===== config.mk =====
export PLATFORM = sky130hd
export DESIGN_NAME = mult_div_unit
export DESIGN_NICKNAME = d
export VERILOG_FILES = /design/src/rtl/mips32_pkg.sv /design/src/rtl/mdu_sign_fix.sv /design/src/rtl/mult_div_unit.sv
export SDC_FILE = /design/constraint.sdc
export NUM_CORES = 1
export LEC_CHECK = 0
export ABC_AREA = 1
export BUFFER_PORTS_ARGS = -buffer_cell sky130_fd_sc_hd__buf_2
export CAP_MARGIN = 5
export CORE_MARGIN = 3
export CORE_UTILIZATION = 55
export DETAILED_ROUTE_END_ITERATION = 12
export PLACE_DENSITY = 0.83
export SYNTH_ARGS = -nofsm -noshare
export SYNTH_HDL_FRONTEND = slang
export SYNTH_SLANG_ARGS = --single-unit
export TNS_END_PERCENT = 20

===== constraint.sdc =====
create_clock -name Clk -period 7.8 [get_ports Clk]
set_input_delay 1.17 -clock Clk [delete_from_list [all_inputs] [get_ports Clk]]
set_output_delay 1.17 -clock Clk [all_outputs]
set_load 0.05 [all_outputs]

===== src/rtl/mips32_pkg.sv =====
// Shared MIPS32 definitions: datapath width, multiply/divide opcodes and MDU state encoding.
package mips32_pkg;

    localparam int WIDTH = 32;

    localparam logic [5:0] MDU_ITERS = 6'd32;

    typedef enum logic [1:0] {
        OP_MULT  = 2'b00,
        OP_MULTU = 2'b01,
        OP_DIV   = 2'b10,
        OP_DIVU  = 2'b11
    } mdu_op_e;

    typedef enum logic [1:0] {
        ST_IDLE = 2'b00,
        ST_ITER = 2'b01,
        ST_FIX  = 2'b10,
        ST_DONE = 2'b11
    } mdu_state_e;

    function automatic logic op_is_div(input mdu_op_e op);
        return (op == OP_DIV) || (op == OP_DIVU);
    endfunction

    function automatic logic op_is_signed(input mdu_op_e op);
        return (op == OP_MULT) || (op == OP_DIV);
    endfunction

endpackage


===== src/rtl/mdu_sign_fix.sv =====
// Conditional two's-complement negate: absolute value of operands, sign restore of results.
module mdu_sign_fix #(
    parameter int W = 32
) (
    input  logic [W-1:0] value_i,
    input  logic         neg_i,
    output logic [W-1:0] result_o
);

    // Negate only when requested; otherwise pass through.
    always_comb begin
        if (neg_i) begin
            result_o = (~value_i) + {{(W-1){1'b0}}, 1'b1};
        end else begin
            result_o = value_i;
        end
    end

endmodule


===== src/rtl/mult_div_unit.sv =====
// Iterative MIPS multiply/divide unit: 32 radix-2 steps on magnitudes, then a sign-fix cycle.
module mult_div_unit #(
    parameter int WIDTH = mips32_pkg::WIDTH
) (
    input  logic             Clk,
    input  logic             Reset_n,
    input  logic             Start,
    input  logic [1:0]       Op,
    input  logic [WIDTH-1:0] Operand_A,
    input  logic [WIDTH-1:0] Operand_B,
    input  logic             Flush,
    output logic             Busy,
    output logic             Done,
    output logic [WIDTH-1:0] HI,
    output logic [WIDTH-1:0] LO,
    output logic             Div_By_Zero
);

    import mips32_pkg::*;

    mdu_state_e       state_q;
    mdu_op_e          op_q;
    logic [5:0]       cnt_q, cnt_d;
    logic             busy_q, done_q, dbz_q;
    logic [WIDTH-1:0] hi_q, lo_q;
    logic             sign_a_q, sign_b_q, b_zero_q;
    logic [WIDTH-1:0] a_raw_q, opnd_q, hi_w_q, lo_w_q;

    mdu_op_e          in_op_s;
    logic             accept_s, load_sign_a_s, load_sign_b_s;
    logic [WIDTH-1:0] mag_a_s, mag_b_s, quot_s, rem_s;
    logic [2*WIDTH-1:0] prod_s;
    logic [WIDTH:0]   mul_sum_s, div_shift_s, div_diff_s;
    logic [WIDTH-1:0] iter_hi_s, iter_lo_s, res_hi_s, res_lo_s;
    logic             res_dbz_s;

    assign in_op_s       = mdu_op_e'(Op);
    assign load_sign_a_s = op_is_signed(in_op_s) & Operand_A[WIDTH-1];
    assign load_sign_b_s = op_is_signed(in_op_s) & Operand_B[WIDTH-1];
    assign accept_s      = Start & ~Flush & ((state_q == ST_IDLE) | (state_q == ST_DONE));
    assign cnt_d         = (cnt_q == MDU_ITERS) ? cnt_q : cnt_q + 6'd1;

    mdu_sign_fix #(.W(WIDTH)) u_abs_a (.value_i(Operand_A), .neg_i(load_sign_a_s), .result_o(mag_a_s));
    mdu_sign_fix #(.W(WIDTH)) u_abs_b (.value_i(Operand_B), .neg_i(load_sign_b_s), .result_o(mag_b_s));
    mdu_sign_fix #(.W(2*WIDTH)) u_fix_prod (.value_i({hi_w_q, lo_w_q}), .neg_i(sign_a_q ^ sign_b_q),
                                            .result_o(prod_s));
    mdu_sign_fix #(.W(WIDTH)) u_fix_quot (.value_i(lo_w_q), .neg_i(sign_a_q ^ sign_b_q), .result_o(quot_s));
    mdu_sign_fix #(.W(WIDTH)) u_fix_rem (.value_i(hi_w_q), .neg_i(sign_a_q), .result_o(rem_s));

    // One radix-2 step: shift-add for multiply, restoring subtract for divide.
    always_comb begin
        mul_sum_s   = {1'b0, hi_w_q} + (lo_w_q[0] ? {1'b0, opnd_q} : {(WIDTH+1){1'b0}});
        div_shift_s = {hi_w_q, lo_w_q[WIDTH-1]};
        div_diff_s  = div_shift_s - {1'b0, opnd_q};
        if (op_is_div(op_q)) begin
            if (!div_diff_s[WIDTH]) begin
                iter_hi_s = div_diff_s[WIDTH-1:0];
                iter_lo_s = {lo_w_q[WIDTH-2:0], 1'b1};
            end else begin
                iter_hi_s = div_shift_s[WIDTH-1:0];
                iter_lo_s = {lo_w_q[WIDTH-2:0], 1'b0};
            end
        end else begin
            iter_hi_s = mul_sum_s[WIDTH:1];
            iter_lo_s = {mul_sum_s[0], lo_w_q[WIDTH-1:1]};
        end
    end

    // Final result selection, including the architectural divide-by-zero answer.
    always_comb begin
        res_dbz_s = 1'b0;
        if (op_is_div(op_q)) begin
            if (b_zero_q) begin
                res_hi_s  = a_raw_q;
                res_lo_s  = {WIDTH{1'b1}};
                res_dbz_s = 1'b1;
            end else begin
                res_hi_s = rem_s;
                res_lo_s = quot_s;
            end
        end else begin
            {res_hi_s, res_lo_s} = prod_s;
        end
    end

    // Control FSM with registered status outputs and the working datapath registers.
    always_ff @(posedge Clk or negedge Reset_n) begin
        if (!Reset_n) begin
            state_q  <= ST_IDLE;
            op_q     <= OP_MULT;
            cnt_q    <= 6'd0;
            busy_q   <= 1'b0;
            done_q   <= 1'b0;
            dbz_q    <= 1'b0;
            hi_q     <= {WIDTH{1'b0}};
            lo_q     <= {WIDTH{1'b0}};
            sign_a_q <= 1'b0;
            sign_b_q <= 1'b0;
            b_zero_q <= 1'b0;
            a_raw_q  <= {WIDTH{1'b0}};
            opnd_q   <= {WIDTH{1'b0}};
            hi_w_q   <= {WIDTH{1'b0}};
            lo_w_q   <= {WIDTH{1'b0}};
        end else begin
            case (state_q)
                ST_IDLE, ST_DONE: begin
                    done_q <= 1'b0;
                    dbz_q  <= 1'b0;
                    if (accept_s) begin
                        state_q  <= ST_ITER;
                        busy_q   <= 1'b1;
                        cnt_q    <= 6'd0;
                        op_q     <= in_op_s;
                        sign_a_q <= load_sign_a_s;
                        sign_b_q <= load_sign_b_s;
                        b_zero_q <= (Operand_B == {WIDTH{1'b0}});
                        a_raw_q  <= Operand_A;
                        hi_w_q   <= {WIDTH{1'b0}};
                        // Divide shifts the dividend out of lo; multiply shifts the multiplier.
                        lo_w_q   <= op_is_div(in_op_s) ? mag_a_s : mag_b_s;
                        opnd_q   <= op_is_div(in_op_s) ? mag_b_s : mag_a_s;
                    end else begin
                        state_q <= ST_IDLE;
                        busy_q  <= 1'b0;
                    end
                end
                ST_ITER: begin
                    if (Flush) begin
                        state_q <= ST_IDLE;
                        busy_q  <= 1'b0;
                        cnt_q   <= 6'd0;
                    end else begin
                        hi_w_q <= iter_hi_s;
                        lo_w_q <= iter_lo_s;
                        cnt_q  <= cnt_d;
                        if (cnt_q == MDU_ITERS - 6'd1) begin
                            state_q <= ST_FIX;
                        end else begin
                            state_q <= ST_ITER;
                        end
                    end
                end
                ST_FIX: begin
                    state_q <= ST_IDLE;
                    busy_q  <= 1'b0;
                    if (Flush) begin
                        cnt_q <= 6'd0;
                    end else begin
                        state_q <= ST_DONE;
                        done_q  <= 1'b1;
                        dbz_q   <= res_dbz_s;
                        hi_q    <= res_hi_s;
                        lo_q    <= res_lo_s;
                    end
                end
                default: begin
                    state_q <= ST_IDLE;
                    busy_q  <= 1'b0;
                    done_q  <= 1'b0;
                    dbz_q   <= 1'b0;
                end
            endcase
        end
    end

    assign Busy        = busy_q;
    assign Done        = done_q;
    assign HI          = hi_q;
    assign LO          = lo_q;
    assign Div_By_Zero = dbz_q;

endmodule


## After elaboration in Yosys (flattened, before gate mapping)

Index checks and enable logic that the tools add are counted.

- Output and inout port bits: 67
- Flip-flop bits (word level): 208
- Input port bits: 70

- Add/sub/neg operators: 8
- Muxes and demuxes: 41
- Bitwise logic cells: 12
- Equal/unequal tests: 15
- Reduce and logical (&&, ||, !) cells: 14

Operator list:

| operator | number |
|---|---|
| $mux 32 | 18 |
| $add 32x1->32 const B | 4 |
| $not 32->32 | 4 |
| $pmux 32 s2 | 2 |
| $add 64x1->64 const B | 1 |
| $mux 64 | 1 |
| $not 64->64 | 1 |
| $add 32x32->33 | 1 |
| $sub 33x32->33 | 1 |
| $logic_not 32->1 | 1 |
| $mux 6 | 4 |
| $pmux 6 s3 | 1 |
| $eq 2x2->1 const B | 6 |
| $ne 2x2->1 const B | 5 |
| $mux 1 | 8 |
| $add 6x1->6 const B | 1 |
| $eq 6x5->1 const B | 1 |
| $eq 6x6->1 const B | 1 |
| $mux 2 | 3 |
| $pmux 2 s3 | 1 |
| $reduce_and 2->1 | 3 |
| $reduce_and 3->1 | 2 |
| $and 1x1->1 | 4 |
| $logic_not 2->1 | 2 |
| 10 further kinds | 14 |

## Longest topological paths before layout

Gate-level depths: netlist (run 1).

- Word-level depth: 7
- Gate-level depth with buffers: 21
- Gate-level depth less buffers: 20

## By module

A second synthesis (run 1) with hierarchy kept.

- Cells, all modules: 3,741
- Area, all modules: 22,123.7 um^2

Modules (own cells, without submodules):

| module | cells each | instances | area an instance (um^2) |
|---|---|---|---|
| mult_div_unit | 2,335 | 1 | 15,223.4 |
| mdu_sign_fix at u_abs_a ... | 227 | 4 | 1,108.6 |
| mdu_sign_fix at u_fix_prod | 498 | 1 | 2,466.1 |

## Worst setup path after synthesis (run 1)

Ideal clock, no wire load.

- Path type: input -> register
- From: input port Operand_A[0]
- To: register lo_w_q[18]
- Data arrival time: 2.600 ns
- Path buffers: 0
- Library setup time: 0.077 ns
- Stages: 11
- Slack: 5.123 ns
- Required time: 7.723 ns
- Path through: inv_1 ha_1 nand3_1 nor2_1 nand2_1 o21ai_1 o21ai_1 xor2_1 o21ai_1 nand2_1 a21oi_1

- Longest elaborated chain between the ends: 6

RTL lines:

| element | line | text |
|---|---|---|
| from (decl) | mult_div_unit.sv:9 | `input logic [WIDTH-1:0] Operand_A,` |
| $not 32->32 | mdu_sign_fix.sv:13 | `result_o = (~value_i) + {{(W-1){1'b0}}, 1'b1};` |
| $add 32x1->32 | mdu_sign_fix.sv:13 |  |
| $mux 32 | mdu_sign_fix.sv:12 | `if (neg_i) begin` |
| $mux 32 | mult_div_unit.sv:120 | `lo_w_q <= op_is_div(in_op_s) ? mag_a_s : mag_b_s;` |
| $mux 32 | mult_div_unit.sv:109 | `if (accept_s) begin` |
| $pmux 32 s2 | mult_div_unit.sv:105 | `case (state_q)` |
| to (signal assigned) | mult_div_unit.sv:103 | `lo_w_q <= {WIDTH{1'b0}};` |
| to (signal assigned) | mult_div_unit.sv:120 |  |
| to (signal assigned) | mult_div_unit.sv:134 | `lo_w_q <= iter_lo_s;` |
| to (decl) | mult_div_unit.sv:27 | `logic [WIDTH-1:0] a_raw_q, opnd_q, hi_w_q, lo_w_q;` |

No other way between the ends. The select of a mux whose other input is x is not followed.
A chain may end at the register's enable or synchronous reset.

## Worst setup path in the final report (run 1)

- From: register state_q[1]
- To: register lo_w_q[31]

- Longest elaborated chain between the ends: 5
- Elaborated cells between the ends (all ways): 11

RTL lines:

| element | line | text |
|---|---|---|
| from (decl) | mult_div_unit.sv:21 | `mdu_state_e state_q;` |
| from (signal assigned) | mult_div_unit.sv:89 | `state_q <= ST_IDLE;` |
| from (signal assigned) | mult_div_unit.sv:110 | `state_q <= ST_ITER;` |
| from (signal assigned) | mult_div_unit.sv:123 | `state_q <= ST_IDLE;` |
| $eq 2x2->1 / $logic_not 2->1 (equally long branches) | mult_div_unit.sv:40, mult_div_unit.sv:105 |  |
| $or 1x1->1 | mult_div_unit.sv:40 | `assign accept_s = Start & ~Flush & ((state_q == ST_IDLE) \| (state_q == ST_DONE));` |
| $and 1x1->1 | mult_div_unit.sv:40 |  |
| $ne 2x2->1 (no source line) | - |  |
| $reduce_and 3->1 (no source line) | - |  |

Parallel ways exist; a longest one is shown, timed or not.

==> flow_metrics.tcl, run 1 <==
set metrics [dict create \
    status "completed" \
    ys_seq_area_share_pct 26.8 \
    gr-total-overflow 0 \
    final_nets 3392 \
    hold_violations 0 \
    min_period_over_period_pct 59.1 \
    drtIter0Drc 2948 \
    yosysUniqueCellTypes 54 \
    dieArea_um2 37400 \
    setup_viol 0 \
    final_core_util_pct 61.0 \
    final_antenna_net_count 0 \
    synthArstFlopShare_pct 100 \
    synthAdderAreaFrac_pct 4.87 \
    io_buffers 136 \
    ys_ff_latch 207 \
    synthTopCellsByArea "dfrtp_1, nand2_1, inv_1" \
    drc 0 \
    drive_above_1_share_pct 8.65 \
    crit_top_cell "buf_4" \
    synth_fp_nets 3321 \
    syn_avg_cell_area_um2 6.08 \
    cts_max_level 1 \
    n_fill_cell 3417 \
    worst_ep_required_time_ns 8.20 \
    tns_ns 0 \
    synthCells 3177 \
    hpwlAfterDp_um 62200 \
    diodes 0 \
    rsz0062_at_grt "false" \
    die_y_um 193 \
    start_kind "flip-flop" \
    wl_um 78600 \
    layout_common_cells "nand2_1, inv_1, nor2_1, nand3_1, a21oi_1" \
    synth-edff-count 0 \
    placed_cells 3676 \
    clk_latency_ns 0.54 \
    finish.cell_count_without_fillers 3716 \
    p_per_area_nw_per_um2 421 \
    clk_path_buf_depth 3 \
    dpl-instance-area_um2 20300 \
    grt_max_degree 90 \
    hold_buffers 0 \
    crit_type "flip-flop to flip-flop" \
    yosysTopAreaCell "dfrtp_1" \
    core_area_um2 34600 \
    critical_path.top_delay_family "buffers and inverters" \
    yosys.area_share.simple_pct 36.5 \
    synth_top_area_share_pct 26.8 \
    tightest_slew_ns 1.10 \
    arrival_ns 5.01 \
    grt_pass1_wl_um 121000 \
    fmax_mhz 217 \
    synthToLayoutAreaGrowth_pct 9.26 \
    peakVddDrop_uv 206 \
    antenna_found_initial 2 \
    layout_commonest_cell "nand2_1" \
    cp-end-kind "flip-flop" \
    ys_warn_count 0 \
    slew_violations 0 \
    cts_sinks 207 \
    cts_made_buffers 25 \
    synthFlopType "dfrtp_1" \
    post_cts_resized 0 \
    hold_path.class "flip-flop to flip-flop" \
    ios 137 \
    synthMuxAreaShare_pct 0 \
    clk_pin_slew_ns 0.06 \
    first_global_vias 21000 \
    die_x_um 193 \
    cts_tree "done" \
    wl_per_cell_um 21.1 \
    synth_top_family_by_area "simple AND/OR/NAND/NOR gates" \
    cp_max_fo 35 \
    leakagePower_nw 11.1 \
    crit_chain "inv_1 > ha_1 > buf_4 > nand2_1 > nor2_2 > buf_4 > inv_1 > nand2_1 > clkinv_1 > buf_4 > nor2_1 > a22oi_1" \
    cp_slowest_stage_delay_ns 1.07 \
    vias_per_cell 6.05 \
    fin_worst_skew_ns 0.0107 \
    cpMaxStageDelayCell "clkinv_1" \
    ctsRootBufferMaster "clkbuf_16" \
    dr_total_vias 22500 \
    finalPower_mw 8.90 \
    grt_util_all_layers_pct 40.6 \
    start_util_pct 55.8 \
    post-route-min-period_ns 4.61 \
    synth_xor_area_share_pct 4.80 \
    cts_setup_buffers 0 \
    drv_cap 0 \
    drtPass1Iterations 6 \
    rows 68 \
    final_cell_area_um2 21100 \
    synth_compound_area_share_pct 16.1 \
    relSlewSlack_pct 26.7 \
    path_buf_inv 6 \
    syn_area_um2 19300 \
    gp_congestion 1.07 \
]
stage by stage:
| step | hold slack, ns | setup WS [ns] |
|---|---|---|
| after global placement | 0.450 | 3.10 |
| after floorplan | 0.448 | 5.12 |
| final | 0.476 | 3.19 |
| after CTS | 0.478 | 3.38 |
| after global routing | 0.511 | 2.99 |
| after detailed placement | 0.463 | 2.91 |
where the power goes:
group	leakage (nW)	total (mW)	internal (mW)	switching (mW)
Sequential	2.54	1.99	1.41	0.573
Clock	0.401	1.21	0.726	0.484
Combinational	8.12	5.70	1.74	3.97
cells by family after synthesis:
logic type / count (synthesis)
AND/OR/NAND/NOR: 1680
AO/OA/AOI/OAI: 561
buffers and inverters: 549
flip-flops: 207
XOR/XNOR: 106
adder cells (fa/ha/maj): 74
cell usage after synthesis, types with 4 or more instances:
library cell  count
o21ai_1          33
a22oi_1          14
nand3_1         261
xor2_1           89
o211ai_1         38
nor4_1            4
a31oi_1          13
dfrtp_1         207
buf_1            16
a21oi_1         207
nor2_1          388
a21o_1            4
nand2_2          13
nand4_1          38
o21ai_0         203
nand3b_1         10
o221ai_1         11
clkbuf_1         78
buf_2            15
nor3_1           34
inv_1           418
nor2_2           10
nand3_2           7
o21bai_1          6
inv_2            16
ha_1             72
nand2_1         882
o22ai_1          16
or2_2            18
xnor2_1          17
a21oi_2           4
layer usage:
metal	wire [um]	part of all wire, %	track usage [%]	vias to the layer above
met1	32200	41	56.9	10300
met5	0	0	0	-
li1	-	-	-	10400
met4	4800	6.1	19.2	0
met2	32300	41	60.2	1479
met3	9240	12	8.31	282
final timing paths:
check | startpoint | endpoint | slack (ns) | depth (start not counted)
worst max-delay path | state_q[1]$_DFF_PN0_ | lo_w_q[31]$_DFFE_PN0P_ | 3.19 | 12
worst min-delay path | Done$_DFFE_PN0P_ | Done$_DFFE_PN0P_ | 0.48 | 2
worst max register to register | state_q[1]$_DFF_PN0_ | lo_w_q[31]$_DFFE_PN0P_ | 3.19 | 12
worst min register to register | Done$_DFFE_PN0P_ | Done$_DFFE_PN0P_ | 0.48 | 2
max in group asynchronous | Reset_n | hi_w_q[15]$_DFFE_PN0P_ | 5.78 | 2
min in group asynchronous | Reset_n | HI[8]$_DFFE_PN0P_ | 0.67 | 1
registers in the layout, indices dropped and copies added (netlist names):
register / count
sign_a_q: 1
opnd_q: 32
hi_w_q: 32
state_q: 2
b_zero_q: 1
Busy: 1
sign_b_q: 1
lo_w_q: 32
op_q: 1
a_raw_q: 32
LO: 32
HI: 32
Div_By_Zero: 1
cnt_q: 6
Done: 1
worst min-delay path, delay by kind of cell, from the launching register on:
family,cells,cell delay (ns)
DFF,1,0.35
and+or+nand+nor,2,0.09
layout make-up:
type	instances	area, um^2	share of cell area [%]
well taps	455	569	2.70
flip-flops and latches	207	5180	24.5
clock buffers	32	702	3.32
inverters	436	1640	7.75
multi-input cells	2421	12100	57.1
repair buffers	157	847	4.01
clock inverters	8	124	0.586
Power figures use the tool's default switching activity.
==> inputs of run 2 (changes only) <==
==> constraint.sdc (replaced) <==
create_clock -name Clk -period 4.75 [get_ports Clk]
set_input_delay 0.7125 -clock Clk [delete_from_list [all_inputs] [get_ports Clk]]
set_output_delay 0.7125 -clock Clk [all_outputs]
set_load 0.05 [all_outputs]
==> flow_metrics.tcl, run 2 (synthesized netlist as in run 1, its figures left out) <==
set metrics [dict create \
    status "completed" \
    drv_cap 0 \
    clk_path_buf_depth 3 \
    core_area_um2 34600 \
    n_fill_cell 3411 \
    wl_met3_um 10300 \
    cts_made_buffers 24 \
    clk_latency_ns 0.54 \
    dieArea_um2 37400 \
    arrival_ns 3.91 \
    hold_buffers 0 \
    post_cts_resized 0 \
    first_global_vias 20600 \
    layout_common_cells "nand2_1, inv_1, nor2_1, nand3_1, a21oi_1" \
    start_util_pct 55.8 \
    crit_type "flip-flop to flip-flop" \
    diodes 0 \
    final_cell_area_um2 21300 \
    hold_path.class "primary input to asynchronous set/reset pin" \
    drc 0 \
    die_x_um 193 \
    p_per_area_nw_per_um2 699 \
    highest_layer "met5" \
    drive_above_1_share_pct 9.07 \
    hold_violations 0 \
    grt_max_degree 100 \
    drtIter0Drc 2792 \
    min_period_over_period_pct 72.9 \
    drtPass1Iterations 6 \
    finish.cell_count_without_fillers 3730 \
    cts_sinks 207 \
    place_ws_ns 1.27 \
    slew_violations 0 \
    synthToLayoutAreaGrowth_pct 10.2 \
    start_kind "flip-flop" \
    rows 68 \
    cp_slowest_stage_delay_ns 0.60 \
    setup_viol 0 \
    ios 137 \
    layout_commonest_cell "nand2_1" \
    wl_met1_um 32200 \
    relSlewSlack_pct 23.8 \
    cp-end-kind "flip-flop" \
    antenna_found_initial 1 \
    clk_pin_slew_ns 0.06 \
    critical_path.top_delay_family "simple AND/OR/NAND/NOR gates" \
    gr-total-overflow 0 \
    grt_util_all_layers_pct 40.9 \
    die_y_um 193 \
    peakVddDrop_uv 459 \
    wl_met2_um 32500 \
    setup_ws_ns 1.29 \
    final_core_util_pct 61.5 \
    cpMaxStageDelayCell "dfrtp_1" \
    ctsRootBufferMaster "clkbuf_16" \
    vias_per_cell 6.02 \
    cts_max_level 1 \
    finalPower_mw 14.9 \
    crit_chain "inv_1 > fa_1 > inv_1 > nand2_1 > nand2_1 > nand3_1 > nand2_2 > nand2_2 > nand2_2 > nand2_4 > nand2_2 > nand2_4 > nand2_4 > inv_2 > nand2_1 > nand2_1 > a22oi_1" \
    leakagePower_nw 11.2 \
    rsz0062_at_grt "false" \
    dr_total_vias 22500 \
    cp_max_fo 39 \
    cts_tree "done" \
    grt_pass1_wl_um 121000 \
    wl_per_cell_um 21.4 \
    final_nets 3401 \
    final_antenna_net_count 0 \
    cts_setup_buffers 0 \
    fmax_mhz 289 \
    wl_um 79800 \
    worst_ep_required_time_ns 5.20 \
    path_buf_inv 3 \
    placed_cells 3685 \
    tns_ns 0 \
    gp_congestion 1.14 \
    whs_ns 0.260 \
    hpwlAfterDp_um 63000 \
    tightest_slew_ns 1.14 \
    dpl-instance-area_um2 20400 \
    io_buffers 136 \
    fin_worst_skew_ns 0.0109 \
    post-route-min-period_ns 3.46 \
]
==> run 2: area by class of cell <==
| type | instances | area [um^2] | area share, % |
|---|---|---|---|
| Timing Repair Buffer | 167 | 955 | 4.48 |
| Inverter | 436 | 1640 | 7.68 |
| Sequential cell | 207 | 5180 | 24.3 |
| Clock inverter | 10 | 156 | 0.734 |
| Multi-Input combinational cell | 2421 | 12100 | 56.6 |
| Tap cell | 455 | 569 | 2.67 |
| Clock buffer | 34 | 739 | 3.47 |
==> run 2: report_power, final <==
| group | internal [mW] | total [mW] | switching [mW] |
|---|---|---|---|
| Clock | 1.30 | 2.10 | 0.803 |
| Sequential | 2.32 | 3.34 | 1.02 |
| Combinational | 2.90 | 9.44 | 6.54 |
| Total | 6.52 | 14.9 | 8.36 |
==> run 2: final timing paths <==
check	start	end	slack [ns]	cells after the start
setup reg to reg	hi_w_q[0]$_DFFE_PN0P_	lo_w_q[0]$_DFFE_PN0P_	1.29	17
setup / recovery	hi_w_q[0]$_DFFE_PN0P_	lo_w_q[0]$_DFFE_PN0P_	1.29	17
hold / removal	Reset_n	HI[18]$_DFFE_PN0P_	0.26	1
hold reg to reg	HI[9]$_DFFE_PN0P_	HI[9]$_DFFE_PN0P_	0.48	2
max in group asynchronous	Reset_n	lo_w_q[23]$_DFFE_PN0P_	3.51	2
min in group Clk	HI[9]$_DFFE_PN0P_	HI[9]$_DFFE_PN0P_	0.48	2
==> run 2: per-layer routing <==
metal | global-route usage [%] | vias to the layer above
met5 | 0 | -
met4 | 18.9 | 2
met3 | 9.63 | 246
met1 | 57.9 | 10200
met2 | 59.3 | 1553
li1 | - | 10400
